--- src/rtl/aes_dec_pkg.sv ---
// rtl/aes_dec_pkg.sv - shared types and constants for the AES decryption round sequencer
//
// Contents:
//   dec_state_e  - sequencer FSM states
//   NR_AES128/192/256 - round counts per key size
//   aes_block_t  - 128-bit cipher block / state register type
//   nr_for_key_bits() - round count for a given key length

package aes_dec_pkg;

    typedef enum logic [2:0] {
        ST_IDLE  = 3'd0,
        ST_INIT  = 3'd1,
        ST_ROUND = 3'd2,
        ST_FINAL = 3'd3,
        ST_DONE  = 3'd4
    } dec_state_e;

    localparam int NR_AES128 = 10;
    localparam int NR_AES192 = 12;
    localparam int NR_AES256 = 14;

    typedef logic [127:0] aes_block_t;

    // Unknown key lengths fall back to the AES-128 round count.
    function automatic int nr_for_key_bits(input int key_bits);
        case (key_bits)
            192:     return NR_AES192;
            256:     return NR_AES256;
            default: return NR_AES128;
        endcase
    endfunction

endpackage

--- src/rtl/aes_dec_round_ctrl.sv ---
// rtl/aes_dec_round_ctrl.sv - iterative AES decryption round sequencer
//
// Owns the 128-bit cipher state register and walks it through the initial
// AddRoundKey, NR-1 full inverse rounds and the final inverse round. The round
// datapath and round-key store are external; this block only sequences them.
//
// Build option: AES_DEC_ABORT_EN adds the abort input (cancel an in-flight block).
//
// Parameters:
//   NR  rounds (10/12/14), must be >= 2
//   KW  width of key_idx, 2**KW > NR
//
// Ports:
//   clk, rst      rising-edge clock, asynchronous active-high reset
//   in_valid/in_ready/in_block     ciphertext handshake (accept only in IDLE)
//   out_valid/out_ready/out_block  plaintext handshake (out_block = state register)
//   key_idx       round-key index requested from the key store (= round counter)
//   key_valid     round key for key_idx is present; low stalls the sequencer
//   dp_state      state register driven into the datapath
//   dp_first      datapath performs AddRoundKey only
//   dp_skip_mix   datapath omits InvMixColumns
//   dp_result     combinational datapath result
//   busy          a block is in flight
//   abort         (AES_DEC_ABORT_EN only) drop the in-flight block

module aes_dec_round_ctrl
    import aes_dec_pkg::*;
#(
    parameter int NR = NR_AES128,
    parameter int KW = 4
) (
    input  logic          clk,
    input  logic          rst,
`ifdef AES_DEC_ABORT_EN
    input  logic          abort,
`endif
    input  logic          in_valid,
    output logic          in_ready,
    input  logic [127:0]  in_block,
    output logic          out_valid,
    input  logic          out_ready,
    output logic [127:0]  out_block,
    output logic [KW-1:0] key_idx,
    input  logic          key_valid,
    output logic [127:0]  dp_state,
    output logic          dp_first,
    output logic          dp_skip_mix,
    input  logic [127:0]  dp_result,
    output logic          busy
);

    localparam logic [KW-1:0] RND_START = KW'(NR);
    localparam logic [KW-1:0] RND_AFTER_INIT = KW'(NR - 1);
    localparam logic [KW-1:0] RND_LAST_FULL = KW'(1);

    dec_state_e state;
    logic [KW-1:0] rnd;
    aes_block_t blk;

    assign key_idx   = rnd;
    assign dp_state  = blk;
    assign out_block = blk;

    // All handshake and datapath-mode outputs are registered and updated
    // together with the state so they always match the state being entered.
    always_ff @(posedge clk or posedge rst) begin
        if (rst) begin
            state       <= ST_IDLE;
            rnd         <= RND_START;
            blk         <= '0;
            out_valid   <= 1'b0;
            in_ready    <= 1'b1;
            busy        <= 1'b0;
            dp_first    <= 1'b0;
            dp_skip_mix <= 1'b0;
        end else begin
`ifdef AES_DEC_ABORT_EN
            // Abort wins over key_valid and out_ready; ignored while idle so
            // it cannot block an accept.
            if (abort && state != ST_IDLE) begin
                state       <= ST_IDLE;
                rnd         <= RND_START;
                blk         <= '0;
                out_valid   <= 1'b0;
                in_ready    <= 1'b1;
                busy        <= 1'b0;
                dp_first    <= 1'b0;
                dp_skip_mix <= 1'b0;
            end else begin
`endif
            case (state)
                ST_IDLE: begin
                    // in_ready is 1 exactly in IDLE, so in_valid alone accepts.
                    if (in_valid) begin
                        blk       <= in_block;
                        rnd       <= RND_START;
                        state     <= ST_INIT;
                        in_ready  <= 1'b0;
                        busy      <= 1'b1;
                        dp_first  <= 1'b1;
                    end
                end
                ST_INIT: begin
                    if (key_valid) begin
                        blk      <= dp_result;
                        rnd      <= RND_AFTER_INIT;
                        state    <= ST_ROUND;
                        dp_first <= 1'b0;
                    end
                end
                ST_ROUND: begin
                    if (key_valid) begin
                        blk <= dp_result;
                        rnd <= rnd - KW'(1);
                        // Round 1 is the last full round; key 0 goes to FINAL.
                        if (rnd == RND_LAST_FULL) begin
                            state       <= ST_FINAL;
                            dp_skip_mix <= 1'b1;
                        end
                    end
                end
                ST_FINAL: begin
                    if (key_valid) begin
                        blk         <= dp_result;
                        state       <= ST_DONE;
                        dp_skip_mix <= 1'b0;
                        out_valid   <= 1'b1;
                    end
                end
                ST_DONE: begin
                    // in_ready stays low here: no same-cycle re-accept.
                    if (out_ready) begin
                        state     <= ST_IDLE;
                        rnd       <= RND_START;
                        out_valid <= 1'b0;
                        busy      <= 1'b0;
                        in_ready  <= 1'b1;
                    end
                end
                default: begin
                    state       <= ST_IDLE;
                    rnd         <= RND_START;
                    out_valid   <= 1'b0;
                    in_ready    <= 1'b1;
                    busy        <= 1'b0;
                    dp_first    <= 1'b0;
                    dp_skip_mix <= 1'b0;
                end
            endcase
`ifdef AES_DEC_ABORT_EN
            end
`endif
        end
    end

endmodule
--- config.mk ---
export PLATFORM = sky130hd
export DESIGN_NAME = aes_dec_round_ctrl
export DESIGN_NICKNAME = d
export VERILOG_FILES = /design/src/rtl/aes_dec_pkg.sv /design/src/rtl/aes_dec_round_ctrl.sv
export SDC_FILE = /design/constraint.sdc
export NUM_CORES = 1
export LEC_CHECK = 0
export CORE_AREA = 2 2 203 205
export DETAILED_ROUTE_END_ITERATION = 10
export DIE_AREA = 0 0 205 207
export GPL_ROUTABILITY_DRIVEN = 0
export MAX_ROUTING_LAYER = met4
export PLACE_DENSITY_LB_ADDON = 0.15
export SLEW_MARGIN = 25
export SYNTH_ARGS = -nofsm -noshare
export SYNTH_HDL_FRONTEND = slang
export SYNTH_SLANG_ARGS = --single-unit
--- constraint.sdc ---
create_clock -name clk -period 4.9 [get_ports clk]
set_input_delay 0.98 -clock clk [delete_from_list [all_inputs] [get_ports clk]]
set_output_delay 0.98 -clock clk [all_outputs]
set_load 0.05 [all_outputs]
# == After elaboration in Yosys (flattened, before gate mapping) ==
# Index checks and enable logic that the tools add are counted.
# classes
div,0
shift,0
n_reduce_logical,13
mul,0
n_eq_ne,12
bitwise,5
addsub,1
order_cmp,0
muxes,28
# ops
operator,count
128-bit 2-to-1 mux,2
128-bit case mux with 2 select lines,1
4-bit case mux with 5 select lines,1
3-bit 2-to-1 mux,6
4-bit 2-to-1 mux,4
1-bit case mux with 3 select lines,5
3-bit case mux with 5 select lines,1
2-bit inequality test (second input constant),6
3-bit AND reduction,4
3-bit OR reduction,4
1-bit 2-to-1 mux,8
3-bit by 2-bit equality test with 1-bit output (second input constant),2
6-bit AND reduction,1
1-bit NOT,5
5-bit AND reduction,1
4-bit by 1-bit equality test with 1-bit output (second input constant),1
4-bit AND reduction,1
4-bit by 1-bit subtractor with 4-bit output (second input constant),1
3-bit by 1-bit equality test with 1-bit output (second input constant),1
3-bit equality test (second input constant),1
3-bit logical NOT,1
2-bit by 1-bit inequality test with 1-bit output (second input constant),1
2-bit nonzero test,1
# word_totals
out_inout_bits,265
rom_bits,0
ff_bits,140
ram_bits,0
in_bits,261
latch_bits,0
word_cells,67
n_memories,0

# == Depth between registers and ports, before layout ==
# Gate-level depths: netlist (run 1).
# depth
depth_word,4
ltp_mapped,8
depth_no_buf,5

# == Least setup slack after synthesis (run 1) ==
# No wires, ideal clock.
# synth_timing
path_kind,input-to-reg
start,input key_valid
end,"register rnd[2], in the netlist key_idx[2]"
arrival_ps,2080
t_required_ps,4776
setup_time_ps,124
cell_stages,5
path_slack_ps,2696
path_buffers,1
path_cell_list,buf_2 -> and3b_1 -> a2111oi_4 -> nor4b_1 -> a211o_1
# synth_between
elab_chain_len,2
elab_cells_between_ends,3
classes_between,2 x eq/ne; 1 x reduce/logical
# synth_rtl
element,line_no,source
"start, declared",aes_dec_round_ctrl.sv:44,"input logic key_valid,"
2-bit inequality test (no source line),-,
5-bit AND reduction (no source line) *,-,
"end signal, assigned",aes_dec_round_ctrl.sv:114,rnd <= rnd - KW'(1);
"end, declared",aes_dec_round_ctrl.sv:57,logic [KW-1:0] rnd;
# Every way passes the cells marked *; elsewhere a longest branch is shown, timed or not.
# A chain may end at the register's enable or synchronous reset.

# == Final worst setup path (run 1) ==
# layout_timing
start,"register rnd[3], in the netlist key_idx[3]"
end,output key_idx[3]
# layout_rtl
element,line_no,source
"end, declared",aes_dec_round_ctrl.sv:43,"output logic [KW-1:0] key_idx,"
# No word-level cell between the ends.

==> impl_metrics.sql, run 1 <==
INSERT INTO impl_metrics (metric_group, metric, value, unit) VALUES
('logic_synthesis', 'synth_warnings', '0', ''),
('floorplan', 'design.die.area', '0.0424', 'mm²'),
('logic_synthesis', 'synthesis.area', '0.00769', 'mm²'),
('drt', 'avgRoutedWirePerCell', '17.2', 'µm'),
('final_layout', 'synthToLayoutAreaGrowth', '68.3', '%'),
('worst_setup_path', 'worst-endpoint-arrival', '1.85', 'ns'),
('worst_setup_path', 'worst-path-max-fanout', '5', ''),
('clock_network', 'clock_latency_on_the_worst_skew_pair', '0.44', 'ns'),
('logic_synthesis', 'synth.largest_area_cell', 'sky130_fd_sc_hd__dfrtp_1', ''),
('floorplan', 'initial_standard_cell_utilization_of_the_core', '19.1', '%'),
('timing', 'setup-tns-final', '0', 'ns'),
('clock_network', 'postCtsResizedCells', '0', ''),
('clock_network', 'cts_made_buffers', '17', ''),
('job', 'max_cap_violations', '0', ''),
('floorplan', 'die_height', '207', 'µm'),
('drt', 'starting_drc_count_in_detailed_routing', '267', ''),
('timing', 'maxSlewViolCount', '0', ''),
('grt', 'first_pass_grt_wire_length', '42.2', 'mm'),
('timing', 'timing_hold_violations_final', '0', ''),
('logic_synthesis', 'top_cells_by_area_synth', 'sky130_fd_sc_hd__dfrtp_1 45%, sky130_fd_sc_hd__mux2i_1 17%, sky130_fd_sc_hd__buf_4 13%', ''),
('clock_network', 'cts_root_buffer', 'sky130_fd_sc_hd__clkbuf_16', ''),
('final_layout', 'antenna_diode_count', '0', ''),
('logic_synthesis', 'syn-mean-instance-area', '10.1', 'µm²'),
('clock_network', 'cts.clk_slew.worst_paths', '0.06', 'ns'),
('final_layout', 'final_core_util', '32.1', '%'),
('placed_design', 'placement.io_buffers', '525', ''),
('placed_design', 'dp_hpwl', '22.2', 'mm'),
('logic_synthesis', 'synth_most_common_cell', 'sky130_fd_sc_hd__dfrtp_1', ''),
('timing', 'achievable-frequency', '353', 'MHz'),
('floorplan', 'core-area', '0.0404', 'mm²'),
('grt', 'grt_util_all_layers', '13.7', '%'),
('worst_setup_path', 'cp_slowest_stage_delay', '0.84', 'ns'),
('clock_network', 'clock_path_buffers', '2', ''),
('final_layout', 'design.final.nets', '1401', ''),
('worst_setup_path', 'worstPathCellList', 'clkdlybuf4s50_1', ''),
('worst_setup_path', 'cp-start-kind', 'register', ''),
('final_layout', 'fillCellCount', '4208', ''),
('logic_synthesis', 'distinct_cell_type_count_of_the_synthesized_netlist', '37', ''),
('drt', 'remaining_drc_errors', '0', ''),
('logic_synthesis', 'syn-instance-count', '763', ''),
('grt', 'largest_net_degree_at_the_start_of_global_routing', '86', ''),
('drt', 'drt-total-wl', '29.0', 'mm'),
('timing', 'worst-slew-pin-transition', '0.885', 'ns'),
('worst_setup_path', 'critPathSlowestCell', 'sky130_fd_sc_hd__clkdlybuf4s50_1', ''),
('clock_network', 'ctsHoldBuffers', '0', ''),
('drt', 'wl_met2', '14.7', 'mm'),
('floorplan', 'rows', '74', ''),
('worst_setup_path', 'critPathCaptureType', 'output port', ''),
('worst_setup_path', 'buf_inv_stages_crit_path', '1', ''),
('final_layout', 'drive_above_1_share', '3.74', '%'),
('clock_network', 'cts_tree', 'built', ''),
('timing', 'slew_limit_headroom', '41.0', '%'),
('timing', 'rsz0062_at_grt', 'false', ''),
('timing', 'final.min_clock_period', '2.83', 'ns'),
('clock_network', 'cts_post_setup_buffers_inserted', '0', ''),
('logic_synthesis', 'postSynth.asyncResetShare', '100', '%'),
('logic_synthesis', 'synth_seq_cells', '140', ''),
('timing', 'layout_setup_ws', '2.07', 'ns'),
('clock_network', 'cts_max_level', '4', ''),
('outcome', 'status', 'finished, final reports clean', ''),
('drt', 'wl_met1', '11.8', 'mm'),
('worst_setup_path', 'worst-endpoint-required', '3.92', 'ns'),
('drt', 'post_drt_via_cell_ratio', '3.89', ''),
('drt', 'top_layer_used', 'met4', ''),
('logic_synthesis', 'synthFlopType', 'sky130_fd_sc_hd__dfrtp_1', ''),
('drt', 'total_number_of_vias', '6545', ''),
('floorplan', 'floorplan.io_pins', '526', ''),
('timing', 'timing.hold.ws', '0.521', 'ns'),
('logic_synthesis', 'seq_area_frac_synth', '45.6', '%'),
('logic_synthesis', 'synth_nets', '1026', ''),
('grt', 'grt_pass1_vias', '6687', '');
==> path summary, 6_finish.rpt <==
path                                         from                         to  slack (ns)  cells after the start
setup / recovery           key_idx[3]$_DFFE_PP1P_                 key_idx[3]        2.07                      1
hold / removal              out_valid$_DFFE_PP0P_      out_valid$_DFFE_PP0P_        0.52                      2
setup reg to reg             state[2]$_DFFE_PP0P_   dp_state[34]$_DFFE_PP0P_        2.61                      4
hold reg to reg             out_valid$_DFFE_PP0P_      out_valid$_DFFE_PP0P_        0.52                      2
max in group asynchronous                     rst  dp_state[111]$_DFFE_PP0P_        2.88                      3
min in group asynchronous                     rst  dp_state[102]$_DFFE_PP0P_        1.07                      2
==> flip-flops by register name, summed over array words and instances, names as in the netlist <==
name / count
dp_skip_mix: 1
dp_first: 1
dp_state: 128
key_idx: 4
state: 3
busy: 1
in_ready: 1
out_valid: 1
==> area by class of cell <==
cell class	instances	area, µm²	share of cell area (%)
Timing Repair Buffer	532	5380	41.6
Sequential cell	140	3510	27.1
Clock buffer	25	485	3.75
Clock inverter	7	90.1	0.696
Multi-Input combinational cell	443	2800	21.6
Inverter	4	20.0	0.155
Tap cell	532	666	5.14
==> metal layers <==
| metal | vias up | global-route usage (%) |
|---|---|---|
| li1 | 3213 | - |
| met1 | 3025 | 15.6 |
| met2 | 284 | 23.5 |
| met3 | 23 | 4.20 |
| met4 | 0 | 2.90 |
| met5 | - | - |
==> cells in the final DEF (no fill, tap or decap), types with 3 or more instances in the layout <==
cell type	instances
sky130_fd_sc_hd__a21oi_1	133
sky130_fd_sc_hd__buf_12	6
sky130_fd_sc_hd__clkbuf_1	5
sky130_fd_sc_hd__dfrtp_1	137
sky130_fd_sc_hd__mux2i_1	128
sky130_fd_sc_hd__clkinv_2	3
sky130_fd_sc_hd__nor2_1	134
sky130_fd_sc_hd__o21a_1	3
sky130_fd_sc_hd__o21ai_0	9
sky130_fd_sc_hd__nand2b_1	4
sky130_fd_sc_hd__clkbuf_8	3
sky130_fd_sc_hd__clkbuf_16	17
sky130_fd_sc_hd__inv_1	3
sky130_fd_sc_hd__clkdlybuf4s50_1	525
sky130_fd_sc_hd__nand2_1	6
sky130_fd_sc_hd__dfstp_2	3
==> worst min-delay path: stages (launching register included) <==
cell                      delay, ns
sky130_fd_sc_hd__dfrtp_1       0.37
sky130_fd_sc_hd__nand2_1       0.05
sky130_fd_sc_hd__o21ai_0       0.07
==> through the flow <==
step | instance area [µm²] | cells
after global placement | 12400 | 1651
after floorplan | 7690 | 763
after detailed placement | 12400 | 1651
after global routing | 12900 | 1683
after CTS | 12900 | 1683
final | 12900 | 1683
==> cell families after synthesis <==
group                      count (synthesis)  synth area share, %
adders and majority gates                  2                0.325
DFF                                      140                 45.6
and+or+nand+nor                          159                 8.50
muxes                                    128                 16.7
buffers and inverters                    180                 18.2
AOI/OAI and AO/OA                        154                 10.7
Power of run 1 is not shown: default switching activity piles up to over one toggle a cycle in this logic, so the estimate is an artifact.
==> run 2, diff against run 1 <==
==> constraint.sdc (replaced) <==
create_clock -name clk -period 2.3 [get_ports clk]
set_input_delay 0.46 -clock clk [delete_from_list [all_inputs] [get_ports clk]]
set_output_delay 0.46 -clock clk [all_outputs]
set_load 0.05 [all_outputs]
==> run 2 against run 1 <==
  * Clock skew hardly changed
  * Sequential cell count unchanged
  * Worst hold slack worse by 0.23 ns
  * First-iteration DRC count fell by 19%
  * Register-to-register slack worse by 2.3 ns
  * Final area increased by 2.3%
  * Utilization up 0.74 points
  * Wire length fell by 0.23%
  * Critical path depth did not move
  * Non-clock buffer count grew 23
  * Global-route usage increased by 0.054 points
==> impl_metrics.sql, run 2 (synthesis results as in run 1) <==
INSERT INTO impl_metrics (metric_group, metric, value, unit) VALUES
('outcome', 'status', 'finished, final reports clean', ''),
('timing', 'worst-slew-pin-transition', '0.573', 'ns'),
('clock_network', 'clock_latency_on_the_worst_skew_pair', '0.44', 'ns'),
('clock_network', 'clock_path_buffers', '2', ''),
('floorplan', 'die_height', '207', 'µm'),
('worst_setup_path', 'worst-endpoint-required', '1.84', 'ns'),
('grt', 'antenna_found_initial', '0', ''),
('timing', 'rsz0062_at_grt', 'false', ''),
('worst_setup_path', 'critPathSlowestCell', 'sky130_fd_sc_hd__clkdlybuf4s50_1', ''),
('floorplan', 'design.die.area', '0.0424', 'mm²'),
('timing', 'final.period_utilization', '96.3', '%'),
('worst_setup_path', 'cp-start-kind', 'register', ''),
('clock_network', 'cts_post_setup_buffers_inserted', '0', ''),
('drt', 'drt-total-wl', '28.9', 'mm'),
('clock_network', 'cts_tree', 'built', ''),
('floorplan', 'rows', '74', ''),
('floorplan', 'floorplan.io_pins', '526', ''),
('timing', 'finalSetupViolCount', '0', ''),
('drt', 'starting_drc_count_in_detailed_routing', '217', ''),
('drt', 'post_drt_via_cell_ratio', '3.92', ''),
('timing', 'final.min_clock_period', '2.21', 'ns'),
('worst_setup_path', 'worst-endpoint-arrival', '1.75', 'ns'),
('placed_design', 'placement.io_buffers', '525', ''),
('clock_network', 'cts_root_buffer', 'sky130_fd_sc_hd__clkbuf_16', ''),
('worst_setup_path', 'buf_inv_stages_crit_path', '1', ''),
('final_layout', 'antenna_diode_count', '0', ''),
('final_layout', 'layout_common_cells', '519 x sky130_fd_sc_hd__clkdlybuf4s50_1, 137 x sky130_fd_sc_hd__dfrtp_1, 134 x sky130_fd_sc_hd__nor2_1', ''),
('timing', 'achievable-frequency', '451', 'MHz'),
('drt', 'avgRoutedWirePerCell', '17.0', 'µm'),
('clock_network', 'cts.clk_slew.worst_paths', '0.06', 'ns'),
('final_layout', 'final_common_cell', 'sky130_fd_sc_hd__clkdlybuf4s50_1', ''),
('placed_design', 'dp_hpwl', '22.9', 'mm'),
('timing', 'slew_limit_headroom', '61.7', '%'),
('clock_network', 'numClockSinks', '140', ''),
('worst_setup_path', 'cp_slowest_stage_delay', '0.88', 'ns'),
('worst_setup_path', 'worst-path-max-fanout', '6', ''),
('drt', 'total_number_of_vias', '6679', ''),
('drt', 'drtAntennaViolNets', '0', ''),
('grt', 'first_pass_grt_wire_length', '42.7', 'mm'),
('floorplan', 'die_width', '205', 'µm'),
('timing', 'fin_skew', '0.0103', 'ns'),
('drt', 'top_layer_used', 'met4', ''),
('final_layout', 'flip_flop_count_of_the_largest_register_all_copies_and_words_added', '128', ''),
('grt', 'overflow', '0', ''),
('drt', 'drt_first_pass_iters', '5', ''),
('floorplan', 'initial_standard_cell_utilization_of_the_core', '19.1', '%'),
('worst_hold_path', 'worst_hold_check_path_type', 'input pin to async pin', ''),
('floorplan', 'core-area', '0.0404', 'mm²'),
('final_layout', 'design.final.nets', '1424', ''),
('timing', 'setup-tns-final', '0', 'ns'),
('final_layout', 'synthToLayoutAreaGrowth', '72.1', '%'),
('worst_setup_path', 'critPathKind', 'register to output port', ''),
('timing', 'timing_hold_violations_final', '0', ''),
('worst_setup_path', 'critical_path.top_delay_family', 'buffers and inverters', ''),
('clock_network', 'cts_max_level', '4', ''),
('timing', 'maxSlewViolCount', '0', ''),
('drt', 'wl_met3', '2.19', 'mm'),
('drt', 'wl_met2', '14.4', 'mm'),
('drt', 'remaining_drc_errors', '0', ''),
('grt', 'grt_pass1_vias', '6794', ''),
('drt', 'wl_met1', '12.0', 'mm'),
('final_layout', 'drive_above_1_share', '6.31', '%'),
('final_layout', 'fillCellCount', '4219', ''),
('worst_setup_path', 'critPathCaptureType', 'output port', ''),
('grt', 'largest_net_degree_at_the_start_of_global_routing', '62', ''),
('grt', 'grt_util_all_layers', '13.7', '%'),
('job', 'max_cap_violations', '0', ''),
('worst_setup_path', 'worstPathCellList', 'clkdlybuf4s50_1', ''),
('clock_network', 'cts_made_buffers', '17', '');
## run 2: timing repair
item                                    4_1_cts  5_1_grt
hold buffers                                  0        0
gates resized for setup                       1        1
endpoints found under the setup margin        1        1
hold endpoints to repair                      0        0
## run 2: path summary, 6_finish.rpt
check	from	to	slack, ns	depth (start not counted)
min	rst	dp_state[55]$_DFFE_PP0P_	0.30	2
max reg2reg	state[1]$_DFFE_PP0P_	dp_state[56]$_DFFE_PP0P_	0.34	6
min reg2reg	in_ready$_DFFE_PP1P_	in_ready$_DFFE_PP1P_	0.53	1
min in group clk	in_ready$_DFFE_PP1P_	in_ready$_DFFE_PP1P_	0.53	1
max	key_idx[2]$_DFFE_PP0P_	key_idx[2]	0.09	1
max in group asynchronous	rst	key_idx[1]$_DFFE_PP1P_	1.39	3
## run 2: metal layers
| metal | GRT usage [%] | vias up |
|---|---|---|
| li1 | - | 3248 |
| met1 | 16.2 | 3128 |
| met2 | 22.8 | 282 |
| met3 | 4.11 | 21 |
| met4 | 3.25 | 0 |
| met5 | - | - |
## run 2: layout make-up
| cell class | count | area (µm²) | share of cell area [%] |
|---|---|---|---|
| Tap cell | 532 | 666 | 5.03 |
| Clock inverter | 12 | 146 | 1.11 |
| Multi-Input combinational cell | 443 | 2800 | 21.1 |
| Sequential cell | 140 | 3510 | 26.5 |
| Clock buffer | 19 | 453 | 3.42 |
| Timing Repair Buffer | 555 | 5660 | 42.7 |
| Inverter | 4 | 18.8 | 0.142 |
## run 2: through the flow
step / cell area [µm²] / hold slack (ns) / setup slack [ns] / util, % / cells
after global placement: 12600 / 0.512 / 0.194 / 31.3 / 1674
after global routing: 13200 / 0.279 / 0.0221 / 32.8 / 1705
after CTS: 13200 / 0.260 / 0.00117 / 32.8 / 1705
final: 13200 / 0.296 / 0.0850 / 32.8 / 1705
after floorplan: 7700 / 0.590 / 0.0934 / - / 763
after detailed placement: 12600 / 0.523 / 0.156 / 31.3 / 1674
Power of run 2 is left out for the same reason.
